<file path="config.mk">
export PLATFORM = sky130hd
export DESIGN_NAME = atm_keypad_requester
export DESIGN_NICKNAME = d
export VERILOG_FILES = /design/src/rtl/atm_keypad_requester_pkg.sv /design/src/rtl/atm_digit_accumulator.sv /design/src/rtl/atm_keypad_requester.sv
export SDC_FILE = /design/constraint.sdc
export NUM_CORES = 1
export LEC_CHECK = 0
export CORE_MARGIN = 3
export CORE_UTILIZATION = 39
export CTS_CLUSTER_DIAMETER = 40
export DETAILED_ROUTE_END_ITERATION = 6
export GPL_TIMING_DRIVEN = 1
export HOLD_SLACK_MARGIN = 0.1
export PLACE_DENSITY_LB_ADDON = 0.15
export SYNTH_ARGS = -nofsm -noshare
export SYNTH_HDL_FRONTEND = slang
export SYNTH_SLANG_ARGS = --single-unit
export TNS_END_PERCENT = 30
</file>
<file path="constraint.sdc">
create_clock -name clk -period 4.7 [get_ports clk]
set_clock_uncertainty 0.05 [all_clocks]
set_input_delay 1.41 -clock clk [delete_from_list [all_inputs] [get_ports clk]]
set_output_delay 1.41 -clock clk [all_outputs]
set_load 0.02 [all_outputs]
</file>
<file path="src/rtl/atm_keypad_requester_pkg.sv">
// Definitions shared between the ATM keypad requester and the ATM core:
// operation codes, key codes, requester state encodings and the request record.
package atm_keypad_requester_pkg;

  localparam logic TRUE  = 1'b1;
  localparam logic FALSE = 1'b0;

  typedef enum logic [2:0] {
    OP_NONE       = 3'd0,
    OP_BALANCE    = 3'd1,
    OP_WITHDRAW   = 3'd2,
    OP_DEPOSIT    = 3'd3,
    OP_CHANGE_PIN = 3'd4
  } op_e;

  localparam logic [3:0] KEY_ENTER  = 4'd10;
  localparam logic [3:0] KEY_CANCEL = 4'd11;
  localparam logic [3:0] KEY_CLEAR  = 4'd12;

  // Entry states come first so "state <= ST_NEWPIN" means "still collecting keys".
  typedef enum logic [2:0] {
    ST_IDLE_ACC = 3'd0,
    ST_PIN      = 3'd1,
    ST_OP       = 3'd2,
    ST_AMOUNT   = 3'd3,
    ST_NEWPIN   = 3'd4,
    ST_SEND     = 3'd5,
    ST_WAIT_RSP = 3'd6,
    ST_RESULT   = 3'd7
  } req_state_e;

  typedef struct packed {
    op_e         op;
    logic [3:0]  acc;
    logic [15:0] pin;
    logic [15:0] new_pin;
    logic [31:0] amount;
  } atm_req_t;

  function automatic logic is_digit(input logic [3:0] k);
    return k <= 4'd9;
  endfunction

endpackage

</file>
<file path="src/rtl/atm_digit_accumulator.sv">
// Shared digit entry register: BCD shift for PINs, decimal multiply-add for amounts.
// Digits beyond the mode's limit are dropped; clr has priority over a digit.
module atm_digit_accumulator
  import atm_keypad_requester_pkg::*;
#(
  parameter int AMT_DIGITS = 8,
  localparam int CW = $clog2(((AMT_DIGITS > 4) ? AMT_DIGITS : 4) + 1)
) (
  input  logic          clk,
  input  logic          rst,
  input  logic          clr,
  input  logic          en,
  input  logic          dec_mode,
  input  logic [3:0]    digit,
  output logic [31:0]   value,
  output logic [CW-1:0] count
);

  logic [CW-1:0] limit;
  assign limit = dec_mode ? CW'(AMT_DIGITS) : CW'(4);

  always_ff @(posedge clk or negedge rst) begin
    if (!rst) begin
      value <= '0;
      count <= '0;
    end else if (clr) begin
      value <= '0;
      count <= '0;
    end else if (en && (count < limit)) begin
      value <= dec_mode ? (value * 32'd10 + {28'd0, digit})
                        : {16'd0, value[11:0], digit};
      count <= count + CW'(1);
    end
  end

endmodule

</file>
<file path="src/rtl/atm_keypad_requester.sv">
// Keypad-side initiator for the ATM core: assembles a request from key strobes,
// issues it over valid/ready, then waits (bounded) for the core's response.
module atm_keypad_requester
  import atm_keypad_requester_pkg::*;
#(
  parameter int RSP_TIMEOUT = 1000,
  parameter int AMT_DIGITS  = 8
) (
  input  logic        clk,
  input  logic        rst,
  input  logic        key_valid,
  input  logic [3:0]  key_code,
  output logic        req_valid,
  input  logic        req_ready,
  output logic [2:0]  req_operation,
  output logic [3:0]  req_acc_num,
  output logic [15:0] req_pin,
  output logic [15:0] req_new_pin,
  output logic [31:0] req_amount,
  input  logic        rsp_valid,
  input  logic        rsp_success,
  input  logic [31:0] rsp_balance,
  output logic        result_valid,
  output logic        result_success,
  output logic [31:0] result_balance,
  output logic        timeout_err,
  output logic        busy
);

  localparam int CW = $clog2(((AMT_DIGITS > 4) ? AMT_DIGITS : 4) + 1);
  localparam int TW = $clog2(RSP_TIMEOUT + 1);

  req_state_e    state, state_nx;
  atm_req_t      req_q;
  logic [TW-1:0] timer;
  logic [31:0]   acc_val;
  logic [CW-1:0] acc_cnt;

  logic k_dig, k_ent, k_can, k_clr;
  logic acc_en, acc_clr, ld_acc, ld_pin, ld_new, ld_amt, ld_op, fld_clr;
  logic hs, rsp_take, to_hit;
  op_e  op_nx;

  assign k_dig = key_valid && is_digit(key_code);
  assign k_ent = key_valid && (key_code == KEY_ENTER);
  assign k_can = key_valid && (key_code == KEY_CANCEL);
  assign k_clr = key_valid && (key_code == KEY_CLEAR);

  atm_digit_accumulator #(.AMT_DIGITS(AMT_DIGITS)) u_acc (
    .clk      (clk),
    .rst      (rst),
    .clr      (acc_clr),
    .en       (acc_en),
    .dec_mode (state == ST_AMOUNT),
    .digit    (key_code),
    .value    (acc_val),
    .count    (acc_cnt)
  );

  always_ff @(posedge clk or negedge rst) begin
    if (!rst) state <= ST_IDLE_ACC;
    else      state <= state_nx;
  end

  always_comb begin
    state_nx = state;
    acc_en   = FALSE;
    acc_clr  = FALSE;
    ld_acc   = FALSE;
    ld_pin   = FALSE;
    ld_new   = FALSE;
    ld_amt   = FALSE;
    ld_op    = FALSE;
    op_nx    = req_q.op;
    fld_clr  = FALSE;
    hs       = FALSE;
    rsp_take = FALSE;
    to_hit   = FALSE;
    case (state)
      ST_IDLE_ACC: if (k_dig) begin
        ld_acc   = TRUE;
        state_nx = ST_PIN;
      end
      ST_PIN, ST_NEWPIN: begin
        if (k_clr) acc_clr = TRUE;
        else if (k_ent && (acc_cnt == CW'(4))) begin
          ld_pin   = (state == ST_PIN);
          ld_new   = (state == ST_NEWPIN);
          state_nx = (state == ST_PIN) ? ST_OP : ST_SEND;
        end else if (k_dig) acc_en = TRUE;
      end
      ST_OP: if (k_dig) begin
        case (key_code)
          4'd1: begin op_nx = OP_BALANCE;    ld_op = TRUE; state_nx = ST_SEND;   end
          4'd2: begin op_nx = OP_WITHDRAW;   ld_op = TRUE; state_nx = ST_AMOUNT; end
          4'd3: begin op_nx = OP_DEPOSIT;    ld_op = TRUE; state_nx = ST_AMOUNT; end
          4'd4: begin op_nx = OP_CHANGE_PIN; ld_op = TRUE; state_nx = ST_NEWPIN; end
          4'd5: begin fld_clr = TRUE; state_nx = ST_IDLE_ACC; end
          default: ;
        endcase
      end
      ST_AMOUNT: begin
        if (k_clr) acc_clr = TRUE;
        else if (k_ent && (acc_val != 32'd0)) begin
          ld_amt   = TRUE;
          state_nx = ST_SEND;
        end else if (k_dig) acc_en = TRUE;
      end
      ST_SEND: if (req_ready) begin
        hs       = TRUE;
        state_nx = ST_WAIT_RSP;
      end
      ST_WAIT_RSP: begin
        // A response landing on the last allowed cycle beats the timeout.
        if (rsp_valid) begin
          rsp_take = TRUE;
          state_nx = ST_RESULT;
        end else if (timer == TW'(RSP_TIMEOUT - 1)) begin
          to_hit   = TRUE;
          state_nx = ST_RESULT;
        end
      end
      ST_RESULT: begin
        fld_clr  = TRUE;
        state_nx = ST_IDLE_ACC;
      end
      default: state_nx = ST_IDLE_ACC;
    endcase
    if (k_can && (state <= ST_NEWPIN)) begin
      state_nx = ST_IDLE_ACC;
      fld_clr  = TRUE;
      acc_en   = FALSE;
      ld_acc   = FALSE;
      ld_pin   = FALSE;
      ld_new   = FALSE;
      ld_amt   = FALSE;
      ld_op    = FALSE;
    end
    // Every state change starts the next field with an empty accumulator.
    acc_clr = acc_clr || (state_nx != state);
  end

  always_ff @(posedge clk or negedge rst) begin
    if (!rst) begin
      req_q          <= '0;
      timer          <= '0;
      result_success <= FALSE;
      result_balance <= '0;
      timeout_err    <= FALSE;
    end else begin
      if (fld_clr) req_q         <= '0;
      if (ld_acc)  req_q.acc     <= key_code;
      if (ld_pin)  req_q.pin     <= acc_val[15:0];
      if (ld_new)  req_q.new_pin <= acc_val[15:0];
      if (ld_amt)  req_q.amount  <= acc_val;
      if (ld_op)   req_q.op      <= op_nx;
      if (hs) begin
        timer       <= '0;
        timeout_err <= FALSE;
      end else if (state == ST_WAIT_RSP) begin
        timer <= timer + TW'(1);
      end
      if (rsp_take) begin
        result_success <= rsp_success;
        result_balance <= rsp_balance;
      end
      if (to_hit) begin
        timeout_err    <= TRUE;
        result_success <= FALSE;
      end
    end
  end

  assign req_valid     = (state == ST_SEND);
  assign busy          = (state == ST_SEND) || (state == ST_WAIT_RSP);
  assign result_valid  = (state == ST_RESULT);
  assign req_operation = req_q.op;
  assign req_acc_num   = req_q.acc;
  assign req_pin       = req_q.pin;
  assign req_new_pin   = req_q.new_pin;
  assign req_amount    = req_q.amount;

endmodule

</file>
==> results of run 1 <==
layout make-up:
type | instances | area share
Clock buffer | 19 | 0.0377
Clock inverter | 13 | 0.0169
Inverter | 14 | 0.00437
Multi-Input combinational cell | 793 | 0.437
Sequential cell | 154 | 0.321
Tap cell | 319 | 0.0332
Timing Repair Buffer | 188 | 0.151
logic make-up (layout without fill, tap and decap cells):
kind of cell	after synthesis	after routing	synth area share
xor+xnor	63	63	0.0589
mux	48	48	0.0557
simple gates	389	389	0.199
buf+inv	74	234	0.0315
compound gates	229	229	0.156
flops	154	154	0.412
fa+ha+maj	64	64	0.0871
routing by layer:
metal | track usage | up-vias
met5 | 0 | -
met4 | 0.0379 | 2
met3 | 0.0408 | 15
met2 | 0.320 | 164
met1 | 0.271 | 3854
li1 | - | 3896
worst max-delay path, stage by stage:
cell	delay, ns
clkdlybuf4s50_1	0.51
ha_1	0.17
inv_1	0.05
fa_1	0.37
nor2b_1	0.21
o2111ai_2	0.20
nor4_4	0.38
nand3_2	0.16
nor4b_4	0.34
nand4_2	0.14
or2_4	0.28
nor3_2	0.12
xnor2_1	0.08
a32o_1	0.25
worst max path at each step:
stage	start	end	slack, ns	depth (start not counted)
global route	key_code[1]	u_acc.value[15]	0.006	15
global placement	key_code[1]	u_acc.value[29]	-0.16	14
finish	key_code[1]	u_acc.value[29]	0.27	14
floorplan	key_code[1]	u_acc.value[29]	0.50	13
CTS	key_code[1]	u_acc.value[29]	0.25	14
detailed placement	key_code[1]	u_acc.value[29]	-0.18	14
per-stage QoR:
| step | power, W | hold slack [ns] | TNS (ns) | cells |
|---|---|---|---|---|
| 6_report | 0.00321 | 0.453 | 0 | 1500 |
| 3_5_place_dp | 0.00170 | 0.441 | -0.603 | 1468 |
| 2_1_floorplan | 0.00154 | 0.424 | 0 | 1021 |
| 5_1_grt | 0.00333 | 0.471 | 0 | 1500 |
| 4_1_cts | 0.00323 | 0.457 | 0 | 1500 |
| 3_3_place_gp | 0.00170 | 0.432 | -0.463 | 1468 |
layout by cell type, fill, tap and decap left out, types with 8 or more instances in the layout:
master / count
o21ai_0: 103
dfrtp_1: 154
and3_1: 8
nand2_1: 204
o2bb2ai_1: 15
clkbuf_16: 17
xnor2_1: 32
clkdlybuf4s50_1: 148
buf_4: 37
mux2i_1: 15
nand4_1: 14
nor2_1: 71
nor3_1: 10
nor2b_1: 8
xor2_1: 31
nor4_1: 11
o21a_1: 8
mux2_2: 33
a21oi_1: 36
a21o_1: 9
o211ai_1: 8
ha_1: 62
inv_1: 14
nand3_1: 15
state kept, by name (all words and copies together) (netlist names), 4 cells and up:
name,count
req_pin,16
u_acc.count,4
timer,10
req_amount,32
u_acc.value,32
req_new_pin,16
req_acc_num,4
result_balance,32
power by group through the flow:
| stage | registers, W | logic, W | clock network, W |
|---|---|---|---|
| final | 0.00136 | 0.000320 | 0.00153 |
| after global routing | 0.00136 | 0.000353 | 0.00161 |
| after CTS | 0.00136 | 0.000322 | 0.00155 |
| after detailed placement | 0.00139 | 0.000319 | 0 |
| after global placement | 0.00139 | 0.000318 | 0 |
| after floorplan | 0.00139 | 0.000150 | 0 |
==> summary.txt, run 1 <==
Synthesis
  • Cell accounting for the most synthesized area: dfrtp_1
  • Synthesized flop and latch total: 154
  • Seq/Total Area, Yosys: 0.412
  • Synth warn: 0
  • Commonest cells post-synth: 204 x nand2_1, 154 x dfrtp_1, 103 x o21ai_0
  • Synth top area cells: dfrtp_1 41%, ha_1 8.3%, nand2_1 8.2%
  • Ys async rst share: 1.00
  • Top-count cell post-synth: nand2_1
  • Post-synth EDFFs: 0
  • Syn Area/Cell: 9.17 µm²
  • Ys flop type: dfrtp_1
  • Synth Net Count: 1127
  • Mapped Area: 0.00936 mm²
  • Yosys top cell area share: 0.412
  • Syn Inst Count: 1021
  • Cell variety after synth: 81

GRT
  • Total Routing Usage GR: 0.195
  • Largest net degree at the start of global routing: 69
  • Grt ovf: 0
  • Initial antenna violation count: 1
  • First-pass GRT wire length: 41.5 mm
  • Number of global-route vias before repair: 7737

Routing
  • Vias/cell: 5.29
  • Top routing layer in use: met5
  • Antenna Violating Nets Remaining: 0
  • Met2 wire len: 11.9 mm
  • Iter 0 DRT Violations: 477
  • # DRC: 0
  • Wl on met1: 11.8 mm
  • Pre-antenna DRT Iters: 5
  • Routed WL per cell: 16.8 µm
  • Met3 routed WL: 1.18 mm
  • Vias: 7931
  • DRT Wirelength: 25.1 mm

Clock network
  • Postcts setup bufs: 0
  • CTS tree: built
  • CTS-repair resized insts: 0
  • # clock sinks: 154
  • Worst skew pair latency: 0.42 ns
  • CTS clk-pin slew, worst paths: 0.06 ns
  • Max clock buf depth: 2
  • Hold buffer count at cts: 0
  • Num CTS Buffers: 17
  • Root buffer cell: clkbuf_16
  • H-tree depth: 4

Layout
  • Design area: 0.0120 mm²
  • P&R area growth vs syn: 28.4%
  • Layout cells sized above 1: 0.116
  • # fillers: 2206
  • Multi-input gate area: 0.00525 mm²
  • FF+latch area: 0.00385 mm²
  • Inserted Diodes: 0
  • Final core area utilization: 0.511
  • Nets: 1274

Timing
  • RSZ-0062 raised after global routing: false
  • Worst-Margin Slew: 0.861 ns
  • F_max: 226 MHz
  • # setup viols final: 0
  • Slew headroom: 0.417
  • Slew Limit Fails: 0
  • Final Hold Fails: 0
  • Tcrit/Tclk final: 0.943
  • Final Worst Setup Slack: 0.266 ns
  • Tmin final: 4.43 ns

Setup path
  • Crit. End Element: flop
  • R2R depth: 13
  • Worst r2r src: u_acc.value[2]
  • R2R setup slack: 0.42 ns
  • R2r endpoint: u_acc.value[30]
  • Critical path launch point type: primary input
  • Crit path max fanout: 4
  • WS Path Type: in -> reg
  • CP arrival: 4.69 ns
  • CP Data Required Time: 4.96 ns

Die
  • Num rows: 56
  • DIE AREA: 0.0259 mm²
  • IO Pins: 150
  • Die Span Y: 161 µm
  • Die Wd: 161 µm
  • Placeable Area: 0.0235 mm²
  • Initial core utilization: 0.398

Min path
  • Worst Hold Class: reg -> reg
  • HP Start: result_balance[0]
  • Worst Hold End: result_balance[0]
  • WHS Path Cells: 1

Pwr
  • Power per Cell Area: 267 mW/mm²
  • Clock share of power: 0.476
  • Reg power frac: 0.424
  • Internal: 0.00241 W
  • VDD IR-drop max: 0.191 mV
  • Net switching power: 0.000796 W
  • Leakage: 5.24 nW
  • Sw frac: 0.248
  • Comb pwr share: 0.100

Job
  • Max-cap violations: 0

Place
  • GP Congestion: 0.872
  • Dpl hpwl: 18.3 mm
  • Place WS: -0.184 ns
  • Port Buffers: 149
  • Post-DP Area: 0.0114 mm²

Run status
  • Status: completed
Power figures use the tool's default switching activity.
==> run 2, diff against run 1 <==
GPL_TIMING_DRIVEN = 0   (was 1)
==> summary.txt, run 2 (synthesis gave the netlist of run 1 again) <==
Setup path
  • Worst-path cell chain: clkdlybuf4s50_1 > nand3_1 > nor4_4 > and3b_1 > nor3_1 > a21oi_1 > a21oi_1 > or4_4 > nor2_4 > buf_4 > o2bb2ai_1 (was clkdlybuf4s50_1 > ha_1 > inv_1 > fa_1 > nor2b_1 > o2111ai_2 > nor4_4 > nand3_2 > nor4b_4 > nand4_2 > or2_4 > nor3_2 > xnor2_1 > a32o_1)
  • CP top delay family: simple AND/OR/NAND/NOR gates (unchanged)
  • Critical Path Most Common Cell: a21oi_1
  • Critical path launch point type: primary input (unchanged)
  • Critical-path top delay cell: clkdlybuf4s50_1 (unchanged)
  • CP arrival: 4.73 ns (was 4.69 ns)
  • CP Data Required Time: 5.01 ns (was 4.96 ns)
  • Crit path max fanout: 10 (was 4)
  • Crit path buffers/inverters: 2 (unchanged)
  • Crit. End Element: flop (unchanged)
  • WS Path Type: in -> reg (unchanged)
  • Max stage delay on crit path: 0.71 ns (was 0.51 ns)

Clock network
  • H-tree depth: 4 (unchanged)
  • CTS clk-pin slew, worst paths: 0.07 ns (was 0.06 ns)
  • Worst skew pair latency: 0.43 ns (was 0.42 ns)
  • # clock sinks: 154 (unchanged)
  • Max clock buf depth: 2 (unchanged)
  • Num CTS Buffers: 17 (unchanged)
  • Root buffer cell: clkbuf_16 (unchanged)
  • CTS tree: built (unchanged)

Layout
  • Final core area utilization: 0.506 (was 0.511)
  • Most common cell after layout, fill and taps aside: nand2_1 (unchanged)
  • Layout cells sized above 1: 0.0939 (was 0.116)
  • P&R area growth vs syn: 27.2% (was 28.4%)
  • Nets: 1297 (was 1274)
  • Commonest cells after routing, fill and taps aside: 204 x nand2_1, 153 x dfrtp_1, 146 x clkdlybuf4s50_1 (was 204 x nand2_1, 154 x dfrtp_1, 148 x clkdlybuf4s50_1)
  • Design area: 0.0119 mm² (was 0.0120 mm²)
  • Inserted Diodes: 0 (unchanged)

Die
  • Die Wd: 161 µm (unchanged)
  • Num rows: 56 (unchanged)
  • Placeable Area: 0.0235 mm² (unchanged)
  • Die Span Y: 161 µm (unchanged)
  • Initial core utilization: 0.398 (unchanged)
  • IO Pins: 150 (unchanged)
  • DIE AREA: 0.0259 mm² (unchanged)

Pwr
  • Comb pwr share: 0.095 (was 0.100)
  • Reg power frac: 0.456 (was 0.424)
  • Clock share of power: 0.449 (was 0.476)
  • Sw frac: 0.264 (was 0.248)
  • Power per Cell Area: 253 mW/mm² (was 267 mW/mm²)
  • Leakage: 5.16 nW (was 5.24 nW)
  • Net switching power: 0.000797 W (was 0.000796 W)
  • VDD IR-drop max: 0.161 mV (was 0.191 mV)
  • Internal: 0.00222 W (was 0.00241 W)

Routing
  • Met3 routed WL: 1.43 mm (was 1.18 mm)
  • DRT Wirelength: 26.1 mm (was 25.1 mm)
  • Wl on met1: 12.0 mm (was 11.8 mm)
  • Met2 wire len: 12.3 mm (was 11.9 mm)
  • Iter 0 DRT Violations: 408 (was 477)
  • Antenna Violating Nets Remaining: 0 (unchanged)
  • Top routing layer in use: met4 (was met5)
  • Vias/cell: 5.26 (was 5.29)
  • Vias: 8016 (was 7931)
  • Routed WL per cell: 17.1 µm (was 16.8 µm)
  • Pre-antenna DRT Iters: 5 (unchanged)
  • # DRC: 0 (unchanged)

Timing
  • Worst-Margin Slew: 0.869 ns (was 0.861 ns)
  • Slew headroom: 0.417 (about the same)
  • Slew Limit Fails: 0 (unchanged)
  • # setup viols final: 0 (unchanged)
  • Tmin final: 4.43 ns (about the same)
  • F_max: 226 MHz (about the same)
  • Tcrit/Tclk final: 0.942 (was 0.943)
  • RSZ-0062 raised after global routing: false (unchanged)
  • Final Hold Fails: 0 (unchanged)

GRT
  • Total Routing Usage GR: 0.203 (was 0.195)
  • Largest net degree at the start of global routing: 79 (was 69)
  • First-pass GRT wire length: 42.6 mm (was 41.5 mm)
  • Initial antenna violation count: 0 (was 1)
  • Grt ovf: 0 (unchanged)
  • Number of global-route vias before repair: 7988 (was 7737)

Place
  • GP Congestion: 0.900 (was 0.872)
  • Post-DP Area: 0.0113 mm² (was 0.0114 mm²)
  • Dpl hpwl: 19.5 mm (was 18.3 mm)
  • Port Buffers: 149 (unchanged)

Min path
  • Worst Hold Class: reg -> reg (unchanged)

Run status
  • Status: completed (unchanged)

Job
  • Max-cap violations: 0 (unchanged)
-- run 2: changes by cell type in the layout (fill, tap and decap cells not counted), sizes merged --
cell           change
buf               -18
bufinv             -3
clkdlybuf4s50      -2
clkinv             +2
dlymetal6s2s       +2
clkbuf            +41
clkinvlp           +1
-- run 2: routing by layer --
| metal | global-route usage | vias to the layer above |
|---|---|---|
| met5 | 0 | - |
| li1 | - | 3936 |
| met4 | 0.0520 | 0 |
| met3 | 0.0359 | 29 |
| met2 | 0.339 | 233 |
| met1 | 0.275 | 3818 |
-- run 2: metrics by stage --
| stage | hold slack, ns | cells | total power, W | setup WS (ns) | TNS, ns |
|---|---|---|---|---|---|
| after floorplan | 0.424 | 1021 | 0.00154 | 0.498 | 0 |
| after global placement | 0.430 | 1489 | 0.00168 | -4.30 | -669.43 |
| after detailed placement | 0.441 | 1490 | 0.00168 | -0.518 | -8.22 |
| after CTS | 0.457 | 1522 | 0.00304 | 0.00879 | 0 |
| after global routing | 0.466 | 1523 | 0.00312 | 0.00602 | 0 |
| final | 0.453 | 1523 | 0.00301 | 0.273 | 0 |
-- run 2: what timing repair did --
item                       CTS  global route
gates resized for setup      1             7
setup endpoints to repair    2            14
pin swaps                    0             2
setup buffers                0             2
hold buffers                 0             0
-- run 2: final cells by class --
type / instances / area [µm²]
plain buffers: 59 / 239
clock buffers: 19 / 443
clock inverters: 13 / 134
fillers: 2267 / 11600
inverters: 14 / 52.6
multi-input cells: 793 / 5240
flip-flops and latches: 154 / 3850
well taps: 319 / 399
repair buffers: 152 / 1540
-- run 2: final timing paths --
kind                                     from            endpoint  slack (ns)  cells after the start
min                        result_balance[15]  result_balance[15]        0.45                      1
min reg2reg                result_balance[15]  result_balance[15]        0.45                      1
max reg2reg                    u_acc.value[3]     u_acc.value[30]        0.32                     12
max in group asynchronous                 rst      u_acc.value[1]        2.93                      2
max                               key_code[3]     u_acc.value[21]        0.27                     11
min in group asynchronous                 rst   result_balance[8]        0.87                      1
-- run 2: worst reg2reg max path: stages (launching register included) --
cell      delay (ns)
dfrtp_1         0.57
ha_1            0.31
ha_1            0.23
fa_1            0.41
a211o_1         0.41
a21o_4          0.27
a221oi_2        0.38
o311ai_1        0.28
nor3_1          0.39
nand3_1         0.30
nor4_2          0.31
xnor2_1         0.09
a32o_1          0.26
-- run 2: power groups by stage --
stage	sequential (W)	clock [W]	combinational (W)
6_report	0.00137	0.00135	0.000287
5_1_grt	0.00138	0.00143	0.000320
4_1_cts	0.00137	0.00138	0.000287
3_5_place_dp	0.00140	0	0.000285
3_3_place_gp	0.00140	0	0.000282
2_1_floorplan	0.00139	0	0.000150
